[src/rtl/keypad_scanner.sv]
// keypad_scanner: scans a 4x4 active-low matrix keypad, debounces a single key
// and reports its code with a one-cycle key_valid pulse per press.
module keypad_scanner #(
  parameter logic [15:0] SCAN_DIV     = 16'd4,
  parameter logic [3:0]  DEBOUNCE_CNT = 4'd3
) (
  input  logic       clk,
  input  logic       rst,
  input  logic [3:0] row_in,
  output logic [3:0] col_out,
  output logic [3:0] key_code,
  output logic       key_valid,
  output logic       key_held
);

  typedef enum logic [1:0] {SCAN, DEBOUNCE, PRESSED} state_t;

  state_t      state, state_nxt;
  logic [3:0]  row_meta, row_s;
  logic [15:0] div;
  logic        tick;
  logic [1:0]  col, col_nxt;
  logic [1:0]  lat_idx, lat_idx_nxt;
  logic [3:0]  lat_pattern;
  logic [3:0]  deb_cnt, deb_cnt_nxt;
  logic [3:0]  rel_cnt, rel_cnt_nxt;
  logic [3:0]  key_code_nxt;
  logic        key_valid_nxt;
  logic        single_low;
  logic [1:0]  low_idx;
  logic        accept;
  logic [1:0]  accept_row;

  function automatic logic [3:0] map_key(input logic [1:0] r, input logic [1:0] c);
    logic [3:0] code;
    case ({r, c})
      4'h0:    code = 4'd1;
      4'h1:    code = 4'd2;
      4'h2:    code = 4'd3;
      4'h3:    code = 4'd10;
      4'h4:    code = 4'd4;
      4'h5:    code = 4'd5;
      4'h6:    code = 4'd6;
      4'h7:    code = 4'd11;
      4'h8:    code = 4'd7;
      4'h9:    code = 4'd8;
      4'hA:    code = 4'd9;
      4'hB:    code = 4'd12;
      4'hC:    code = 4'd14;
      4'hD:    code = 4'd0;
      4'hE:    code = 4'd15;
      default: code = 4'd13;
    endcase
    return code;
  endfunction

  // Rows are asynchronous to clk, so nothing looks at them before two flops.
  always_ff @(posedge clk) begin
    if (rst) begin
      row_meta <= 4'hF;
      row_s    <= 4'hF;
    end else begin
      row_meta <= row_in;
      row_s    <= row_meta;
    end
  end

  assign tick = (div == SCAN_DIV - 16'd1);

  always_ff @(posedge clk) begin
    if (rst)       div <= 16'd0;
    else if (tick) div <= 16'd0;
    else           div <= div + 16'd1;
  end

  always_comb begin
    single_low = 1'b0;
    low_idx    = 2'd0;
    case (row_s)
      4'b1110: begin single_low = 1'b1; low_idx = 2'd0; end
      4'b1101: begin single_low = 1'b1; low_idx = 2'd1; end
      4'b1011: begin single_low = 1'b1; low_idx = 2'd2; end
      4'b0111: begin single_low = 1'b1; low_idx = 2'd3; end
      default: ;
    endcase
  end

  assign lat_pattern = ~(4'b0001 << lat_idx);
  assign col_out     = ~(4'b0001 << col);
  assign key_held    = (state == PRESSED);

  always_ff @(posedge clk) begin
    if (rst) begin
      state     <= SCAN;
      col       <= 2'd0;
      lat_idx   <= 2'd0;
      deb_cnt   <= 4'd0;
      rel_cnt   <= 4'd0;
      key_code  <= 4'd0;
      key_valid <= 1'b0;
    end else begin
      state     <= state_nxt;
      col       <= col_nxt;
      lat_idx   <= lat_idx_nxt;
      deb_cnt   <= deb_cnt_nxt;
      rel_cnt   <= rel_cnt_nxt;
      key_code  <= key_code_nxt;
      key_valid <= key_valid_nxt;
    end
  end

  // The column only moves on a tick that does not start or continue a press.
  always_comb begin
    state_nxt     = state;
    col_nxt       = col;
    lat_idx_nxt   = lat_idx;
    deb_cnt_nxt   = deb_cnt;
    rel_cnt_nxt   = rel_cnt;
    key_code_nxt  = key_code;
    key_valid_nxt = 1'b0;
    accept        = 1'b0;
    accept_row    = lat_idx;
    if (tick) begin
      case (state)
        SCAN: begin
          if (single_low) begin
            lat_idx_nxt = low_idx;
            deb_cnt_nxt = 4'd1;
            accept_row  = low_idx;
            if (DEBOUNCE_CNT <= 4'd1) accept = 1'b1;
            else                      state_nxt = DEBOUNCE;
          end else begin
            col_nxt = col + 2'd1;
          end
        end
        DEBOUNCE: begin
          if (row_s == lat_pattern) begin
            deb_cnt_nxt = deb_cnt + 4'd1;
            if (deb_cnt_nxt >= DEBOUNCE_CNT) accept = 1'b1;
          end else begin
            state_nxt = SCAN;
            col_nxt   = col + 2'd1;
          end
        end
        PRESSED: begin
          if (row_s == 4'hF) begin
            rel_cnt_nxt = rel_cnt + 4'd1;
            if (rel_cnt_nxt >= DEBOUNCE_CNT) begin
              state_nxt   = SCAN;
              rel_cnt_nxt = 4'd0;
              col_nxt     = col + 2'd1;
            end
          end else begin
            rel_cnt_nxt = 4'd0;
          end
        end
        default: state_nxt = SCAN;
      endcase
      if (accept) begin
        state_nxt     = PRESSED;
        rel_cnt_nxt   = 4'd0;
        key_code_nxt  = map_key(accept_row, col);
        key_valid_nxt = 1'b1;
      end
    end
  end

endmodule

[config.mk]
export PLATFORM = sky130hd
export DESIGN_NAME = keypad_scanner
export DESIGN_NICKNAME = d
export VERILOG_FILES = /design/src/rtl/keypad_scanner.sv
export SDC_FILE = /design/constraint.sdc
export NUM_CORES = 1
export LEC_CHECK = 0
export CORE_ASPECT_RATIO = 2
export CORE_MARGIN = 2
export CORE_UTILIZATION = 59
export CTS_BUF_LIST = sky130_fd_sc_hd__clkbuf_8
export CTS_CLUSTER_DIAMETER = 150
export DETAILED_ROUTE_END_ITERATION = 10
export GPL_TIMING_DRIVEN = 0
export HOLD_SLACK_MARGIN = 0.06
export PLACE_DENSITY = 0.87
export SLEW_MARGIN = 20
export SYNTH_ARGS = -nofsm -noshare
export SYNTH_HDL_FRONTEND = slang
export SYNTH_SLANG_ARGS = --single-unit
[constraint.sdc]
create_clock -name clk -period 2.4 [get_ports clk]
set_input_delay 0.24 -clock clk [delete_from_list [all_inputs] [get_ports clk]]
set_output_delay 0.24 -clock clk [all_outputs]
set_load 0.02 [all_outputs]
==> results of run 1 <==
## where the power goes
group | internal [mW] | switching [mW] | total, mW | leakage (nW)
Sequential | 0.728 | 0.0150 | 0.743 | 0.349
Combinational | 0.0686 | 0.0883 | 0.157 | 0.611
Clock | 0.226 | 0.237 | 0.463 | 0.0470
Total | 1.02 | 0.340 | 1.36 | 1.01
## worst register-to-register path: stages (launching register included)
cell and delay [ns]:
dfxtp_1 0.40, ha_1 0.25, nor4b_2 0.26, and4_4 0.31, o21ai_4 0.09, a2111oi_4 0.44
mux2_4 0.34
## placed cells by master, fill, tap and decap left out, types with 5 or more instances in the layout
master / n
ha_1: 11
nor3_1: 9
nor2_1: 32
dfxtp_1: 43
a21oi_1: 7
and3_1: 6
inv_1: 14
clkbuf_8: 6
or2_2: 8
xnor2_1: 10
nand3_1: 8
clkdlybuf4s50_1: 15
o21ai_0: 6
nand2_1: 5
## flip-flops by register name, indices dropped and copies added, names as in the netlist
signal,flops
div,16
deb_cnt,4
key_code,4
rel_cnt,4
row_meta,4
row_s,4
col,2
lat_idx,2
state,2
key_valid,1
## cell usage after synthesis (3+ instances only)
cell type | count | area share [%]
nand3_1 | 8 | 1.7
nand2b_1 | 4 | 1.1
nor2_1 | 32 | 5.1
a21oi_1 | 7 | 1.5
xor2_1 | 4 | 1.5
a31oi_1 | 3 | 0.79
inv_1 | 14 | 2.2
xnor2_1 | 10 | 3.7
o2111ai_1 | 3 | 1.1
nor3_1 | 9 | 1.9
o21ai_0 | 6 | 1.3
nand2_1 | 5 | 0.79
nand3b_1 | 4 | 1.3
and2_1 | 3 | 0.79
o211ai_1 | 4 | 1.3
or2_2 | 8 | 2.1
a311oi_1 | 3 | 1.1
dfxtp_1 | 43 | 36
nand4_1 | 4 | 1.1
buf_2 | 4 | 0.85
ha_1 | 11 | 5.8
clkbuf_1 | 4 | 0.64
nor3b_1 | 3 | 0.95
nor2b_1 | 4 | 1.1
and3_1 | 6 | 1.6
## kinds of logic (layout without fill, tap and decap cells)
| group | count (synthesis) | after routing |
|---|---|---|
| and+or+nand+nor | 109 | 109 |
| AOI/OAI and AO/OA | 52 | 52 |
| DFF | 43 | 43 |
| buffers and inverters | 24 | 49 |
| xor gates and xnor gates | 14 | 14 |
| adders and majority gates | 11 | 11 |
| muxes | 4 | 4 |
## final timing paths
check | endpoint | slack, ns | start
setup / recovery | col[0]$_SDFFE_PP0P_ | 0.22 | div[0]$_SDFF_PP0_
hold reg to reg | row_s[1]$_SDFF_PP1_ | 0.41 | row_meta[1]$_SDFF_PP1_
setup reg to reg | col[0]$_SDFFE_PP0P_ | 0.22 | div[0]$_SDFF_PP0_
hold / removal | row_s[1]$_SDFF_PP1_ | 0.41 | row_meta[1]$_SDFF_PP1_
## through the flow
step	hold slack [ns]	instances
4_1_cts	0.416	330
6_report	0.414	333
3_5_place_dp	0.397	323
2_1_floorplan	0.344	257
3_3_place_gp	0.394	323
5_1_grt	0.434	333
## per-layer routing
layer / vias to the layer above / track usage (%) / part of all wire (%)
met2: 30 / 45.7 / 56
met4: 0 / 15.0 / 4.5
met5: - / 0 / 0
met1: 916 / 20.9 / 37
met3: 17 / 4.31 / 2.3
li1: 978 / - / -
## timing repair
item                                   in CTS  in global routing
setup buffers                               0                  3
resized for setup                           0                  0
endpoints found under the hold margin       0                  0
setup endpoints to repair                   0                 11
## final cells by class
cell class,instances,share of cell area (%)
buffer,10,2.14
clock buffer,6,3.07
clock inverter,1,0.186
inverter,14,1.96
multi-input combinational,190,51.8
sequential,43,32.0
tap,51,2.38
timing repair buffer,18,6.43
==> run summary, run 1 <==
The run finished with clean final reports. Setup repair after global routing left no endpoint under its margin. The power per cell area was 507 nW/um^2; the fraction of layout cells with a size suffix above 1 was 15.2%.

For this block, the initial DRC count from the detailed router was 34. The run gives 8290 um as the wire length of the first global-routing pass. The critical path goes through ha_1, nor4b_2, and4_4, o21ai_4, a2111oi_4, mux2_4.

Across the whole layout, storage elements account for 861 sq um. The largest net degree at the start of global routing is 13, and the measured slew at the worst slew-check pin is 0.539 ns. The post-synthesis compound-gate area fraction is 18.1%, and the area added between synthesis and finish is 13.7%.

Number of max-slew violations in the final report: 0. After detailed routing, the number of vias per cell comes to 5.83. The instance area after placement was 2580 sq um; the per-cell routed wire length was 14.4 um. In this design, the stage delay of the slowest critical-path cell is 0.44 ns. For the worst-skew pair, the clock arrives at the later sink with an insertion delay of 0.30 ns. The worst path needs 2.18 ns of the cycle, external delays included. The cell at the slowest stage of the critical path is a2111oi_4. Utilization after layout: 69.9%.

The cell area after synthesis was 2360 sq um; the area share of and/or/nand/nor cells after synthesis was 27.8%. Share of synthesized area occupied by flip-flops and latches: 36.4%. The critical path launch point type was a flip-flop. In this run the count of I/O pins placed on the die edge is 16. The worst hold path depth works out to 1.

In this run, post-CTS hold repair placed 0 buffers. The tree built by TritonCTS fans out to 43 sinks. STA classifies the critical path endpoint as a flip-flop. After synthesis, the largest family of logic cells by area is simple AND/OR/NAND/NOR gates. Counting every instance in the synthesized netlist gives 257. TritonCTS buffer count: 5.

The highest net fanout along the worst path was 5; the placement-stage worst setup slack was 0.177 ns. For the final routed database, the setup TNS stands at 0 ns. In the synthesized netlist the async set-or-reset flop fraction comes to 0%. The worst pin sits at a relative slew slack of 64.0%. The tools report the number of antenna violations at the first check in global routing as 0. The final route contains 1941 vias.

The count of yosys warnings during synthesis was 0; the clock-pin transition on the worst setup and hold timing paths was 0.08 ns. Counting along the longest clock path gives a buffer depth of 2. Setup violations remaining at the end of the flow were counted as 0.

Each instance of the synthesized netlist takes up on average 9.19 sq um. Counting flops with a built-in enable in the synthesized netlist gives 0. The overall power consumption was 1.36 mW; the count of buffers from port buffering was 15. The logs give 3570 um for the estimated wirelength of the detail-placed design and 1.01 nW for the total leakage power. STA puts the critical path data required time at 2.60 ns.

The total number of cells along the worst setup path came out at 6. In the final layout, the multi-input gates occupy 1390 sq um. The synthesized netlist contains 64 unique library cells. Remaining antenna violation count after routing: 0. Worst min-delay path class: reg2reg. Summing the areas of all xor and xnor instances in the mapped netlist gives 5.19% of the synthesized area.

In this run the clock root is driven by a clkbuf_8. The worst path buffer plus inverter count is 0, and the initial standard-cell utilization of the core is 61.5%. The layout has 319 filler cells. The aggregate routed wire length came out at 4790 um. The run gives 4560 sq um as the die outline area. The core region is 3840 sq um. The adder-cell area share of the yosys netlist is 5.83%, and the peak clock frequency supported by timing is 0.459 GHz. In this run the core area contains 32 standard-cell rows. The repair_antennas step left the layout with diodes totalling 0. TritonCTS built the clock tree.

The residual overflow from global routing is 0, and the critical path arrival is 2.38 ns. The die is 93.5 um tall. The family with the most delay on the worst path was simple AND/OR/NAND/NOR gates. Number of cells on the worst reg-to-reg path: 6.

The count of maximum capacitance violations was 0; the number of remaining DRC errors was 0. IR analysis of the VDD net gives a maximum drop of 0.492 mV. The mux contribution to synthesized area came out at 2.01%. The post-synthesis register bit count is 43, and the final critical-path setup slack is 0.221 ns. The clock tree synthesis step divided the H-tree into 2 levels. In the synthesized netlist the dominant register cell turns out to be dfxtp_1. The count of final hold-check violations is 0, and the final layout net count is 299. The detailed-router iteration count before antenna repair came out at 4. The critical path in this run is classified as reg2reg.

At the end of routability-driven placement, the weighted congestion stood at 0.871. The floorplan die width was 48.7 um; the number of global-route vias before repair was 1952. The cell area after layout was 2690 sq um; the net count of the mapped netlist was 274. For the final database, setup skew stands at 0.0111 ns. Aggregate global-route resource usage: 23.3%. The worst path uses 90.8% of the clock period.
(Power assumes the default switching activity.)
==> inputs of run 2 (changes only) <==
- CORE_UTILIZATION: 59 -> 61
- PLACE_DENSITY: 0.87 -> 0.89
==> run 2 against run 1 <==
Hold slack got worse by 0.0028 ns. Design area grew 0.84%. Critical path type unchanged. Total power rose by 8.5%.
==> run summary, run 2 (same netlist as run 1, synthesis figures left out) <==
The run finished with clean final reports. Utilization after layout: 71.2% (was 69.9%). The area added between synthesis and finish works out to 14.7% (was 13.7%). The count of H-tree levels built during CTS came out at 2 (unchanged). The measured slew at the worst slew-check pin works out to 0.578 ns (was 0.539 ns).

Most frequent cells in the layout: 43 x dfxtp_1, 32 x nor2_1, 15 x clkdlybuf4s50_1 (unchanged). The detailed-router iteration count before antenna repair is 4 (unchanged), and the number of remaining DRC errors is 0 (unchanged). The flip-flop count of the largest register after layout works out to 16 (unchanged). The estimated wirelength of the detail-placed design is 3740 um (was 3570 um), and the worst slew margin relative to its limit is 61.5% (was 64.0%). The aggregate routed wire length is 4910 um (was 4790 um). The run gives 0 (unchanged) as the residual overflow from global routing. The logs give 2000 (was 1941) for the number of vias after detailed routing and 295 (was 319) for the layout filler cell count. Share of the clock period used by the worst path after layout: 90.7% (was 90.8%). Count of final hold-check violations: 0 (unchanged).

The run gives 0 (unchanged) as the count of maximum capacitance violations. The logs give 1.02 nW (was 1.01 nW) for the total leakage power and 32 (unchanged) for the number of rows in the core area. TritonCTS built the clock tree. The worst hold path depth works out to 1 (unchanged). Critical-path cell list: ha_1, nor4b_2, and4_4, o21ai_4, a2111oi_4, mux2_4 (unchanged). The clock-pin transition on the worst setup and hold timing paths works out to 0.08 ns (about the same).

The post-route minimum period is 2.18 ns (about the same), and the number of DRC markers in iteration 0 is 37 (was 34). For the final estimated routing congestion in global placement, the log shows 0.866 (was 0.871). The number of global-route vias before repair is 1964 (was 1952). The per-cell via count in the routed design is 6.01 (was 5.83). The per-cell routed wire length was 14.7 um (was 14.4 um); the final setup violation count was 0 (unchanged). The tools report the wire length of the first global-routing pass as 7960 um (was 8290 um).

Register bank with the most flops: div (unchanged). The critical path required time came out at 2.59 ns (was 2.60 ns). The type of destination of the critical path is a flip-flop (unchanged). The run gives 298 (was 299) as the final layout net count. The run gives 0.00869 ns (was 0.0111 ns) as the worst clock skew. The final setup TNS came out at 0 ns (unchanged). The floorplan die width is 48.0 um (was 48.7 um), and the core box area is 3800 sq um (was 3840 sq um).

The quantity of gates resized following cts is 0 (unchanged), and the count of buffers from port buffering is 15 (unchanged). The initial standard-cell utilization of the core came out at 62.1% (was 61.5%). The peak per-stage delay on the critical path is 0.43 ns (was 0.44 ns), and the number of clock sinks is 43 (unchanged). The run gives 0 (unchanged) as the buffers inserted during post-CTS setup optimization. The critical path launch point type was a flip-flop (unchanged).

The critical path start-end classification was reg2reg (unchanged). The die outline area is 4420 sq um (was 4560 sq um). The run gives 0 (unchanged) as the number of antenna violations at the first check in global routing. The remaining antenna violation count after routing came out at 0 (unchanged). The tools report the peak clock frequency supported by timing as 0.459 GHz (about the same). Setup repair after global routing left no endpoint under its margin. The cell at the slowest stage of the critical path was a2111oi_4 (unchanged). The fraction of layout cells with a size suffix above 1 is 15.2% (unchanged).

The tools report the critical path arrival as 2.37 ns (was 2.38 ns). The tools report the maximum buffer depth of the clock tree as 2 (unchanged). The height of the chip is 92.0 um (was 93.5 um), and the aggregate global-route resource usage is 24.6% (was 23.3%).

The number of primary I/O pins is 16 (unchanged). The worst min-delay path class is reg2reg (unchanged). The number of cells on the worst reg-to-reg path came out at 6 (unchanged). The clock insertion delay at the later pin of the skew report was 0.30 ns (about the same). The tools report the TritonCTS buffer count as 5 (unchanged). The largest net degree at the start of global routing was 14 (was 13). The count of inserted antenna diode cells was 0 (unchanged); the number of max-slew violations in the final report was 0 (unchanged). The power per cell area is 546 nW/um^2 (was 507 nW/um^2), and the hold buffer count at cts is 0 (unchanged).

The clock tree root buffer cell was clkbuf_8 (unchanged). The highest net fanout along the worst path works out to 5 (unchanged). The run gives 0.381 mV (was 0.492 mV) as the largest vdd supply drop. Commonest non-fill, non-tap cell in the layout: dfxtp_1 (unchanged).
run 2: per-layer routing:
metal  wire [um]  vias up  global-route usage, %
li1            -      981                      -
met3         116       18                   4.33
met1        1750      960                   21.1
met5           0        -                      0
met4         178        0                   13.1
met2        2870       41                   46.6
run 2: cell type report:
type | instances | area (sq um) | area share, %
tap | 51 | 63.8 | 2.36
inverter | 14 | 52.6 | 1.94
buffer | 10 | 57.6 | 2.12
clock buffer | 6 | 82.6 | 3.05
clock inverter | 2 | 35.0 | 1.29
timing repair buffer | 17 | 165 | 6.10
sequential | 43 | 861 | 31.8
multi-input combinational | 190 | 1390 | 51.4
run 2: power breakdown:
part | total (mW) | leakage, nW | switching, mW | internal, mW
sequential | 0.743 | 0.349 | 0.0154 | 0.728
clock | 0.579 | 0.0612 | 0.243 | 0.337
combinational | 0.155 | 0.606 | 0.0881 | 0.0672
total | 1.48 | 1.02 | 0.346 | 1.13
run 2: worst max-delay path, delay by kind of cell (launching register included):
family / cells / cell delay, ns
multiplexers: 1 / 0.33
AO/OA/AOI/OAI: 2 / 0.52
flip-flops: 1 / 0.40
AND/OR/NAND/NOR: 2 / 0.57
adder cells (fa/ha/maj): 1 / 0.25
run 2: path summary, 6_finish.rpt:
kind / from / end / slack [ns]
worst max register to register: div[0]$_SDFF_PP0_ / col[0]$_SDFFE_PP0P_ / 0.22
worst max-delay path: div[0]$_SDFF_PP0_ / col[0]$_SDFFE_PP0P_ / 0.22
worst min-delay path: row_meta[0]$_SDFF_PP1_ / row_s[0]$_SDFF_PP1_ / 0.41
worst min register to register: row_meta[0]$_SDFF_PP1_ / row_s[0]$_SDFF_PP1_ / 0.41
run 2: through the flow:
| step | hold WS (ns) | power, mW | setup slack (ns) | std cells | instance area (sq um) |
|---|---|---|---|---|---|
| 6_report | 0.411 | 1.48 | 0.222 | 333 | 2710 |
| 5_1_grt | 0.419 | 1.53 | 0.0895 | 333 | 2710 |
| 4_1_cts | 0.412 | 1.48 | 0.174 | 331 | 2690 |
| 2_1_floorplan | 0.344 | 0.868 | 0.467 | 257 | 2360 |
| 3_5_place_dp | 0.393 | 0.910 | 0.188 | 323 | 2580 |
| 3_3_place_gp | 0.391 | 0.904 | 0.224 | 323 | 2580 |
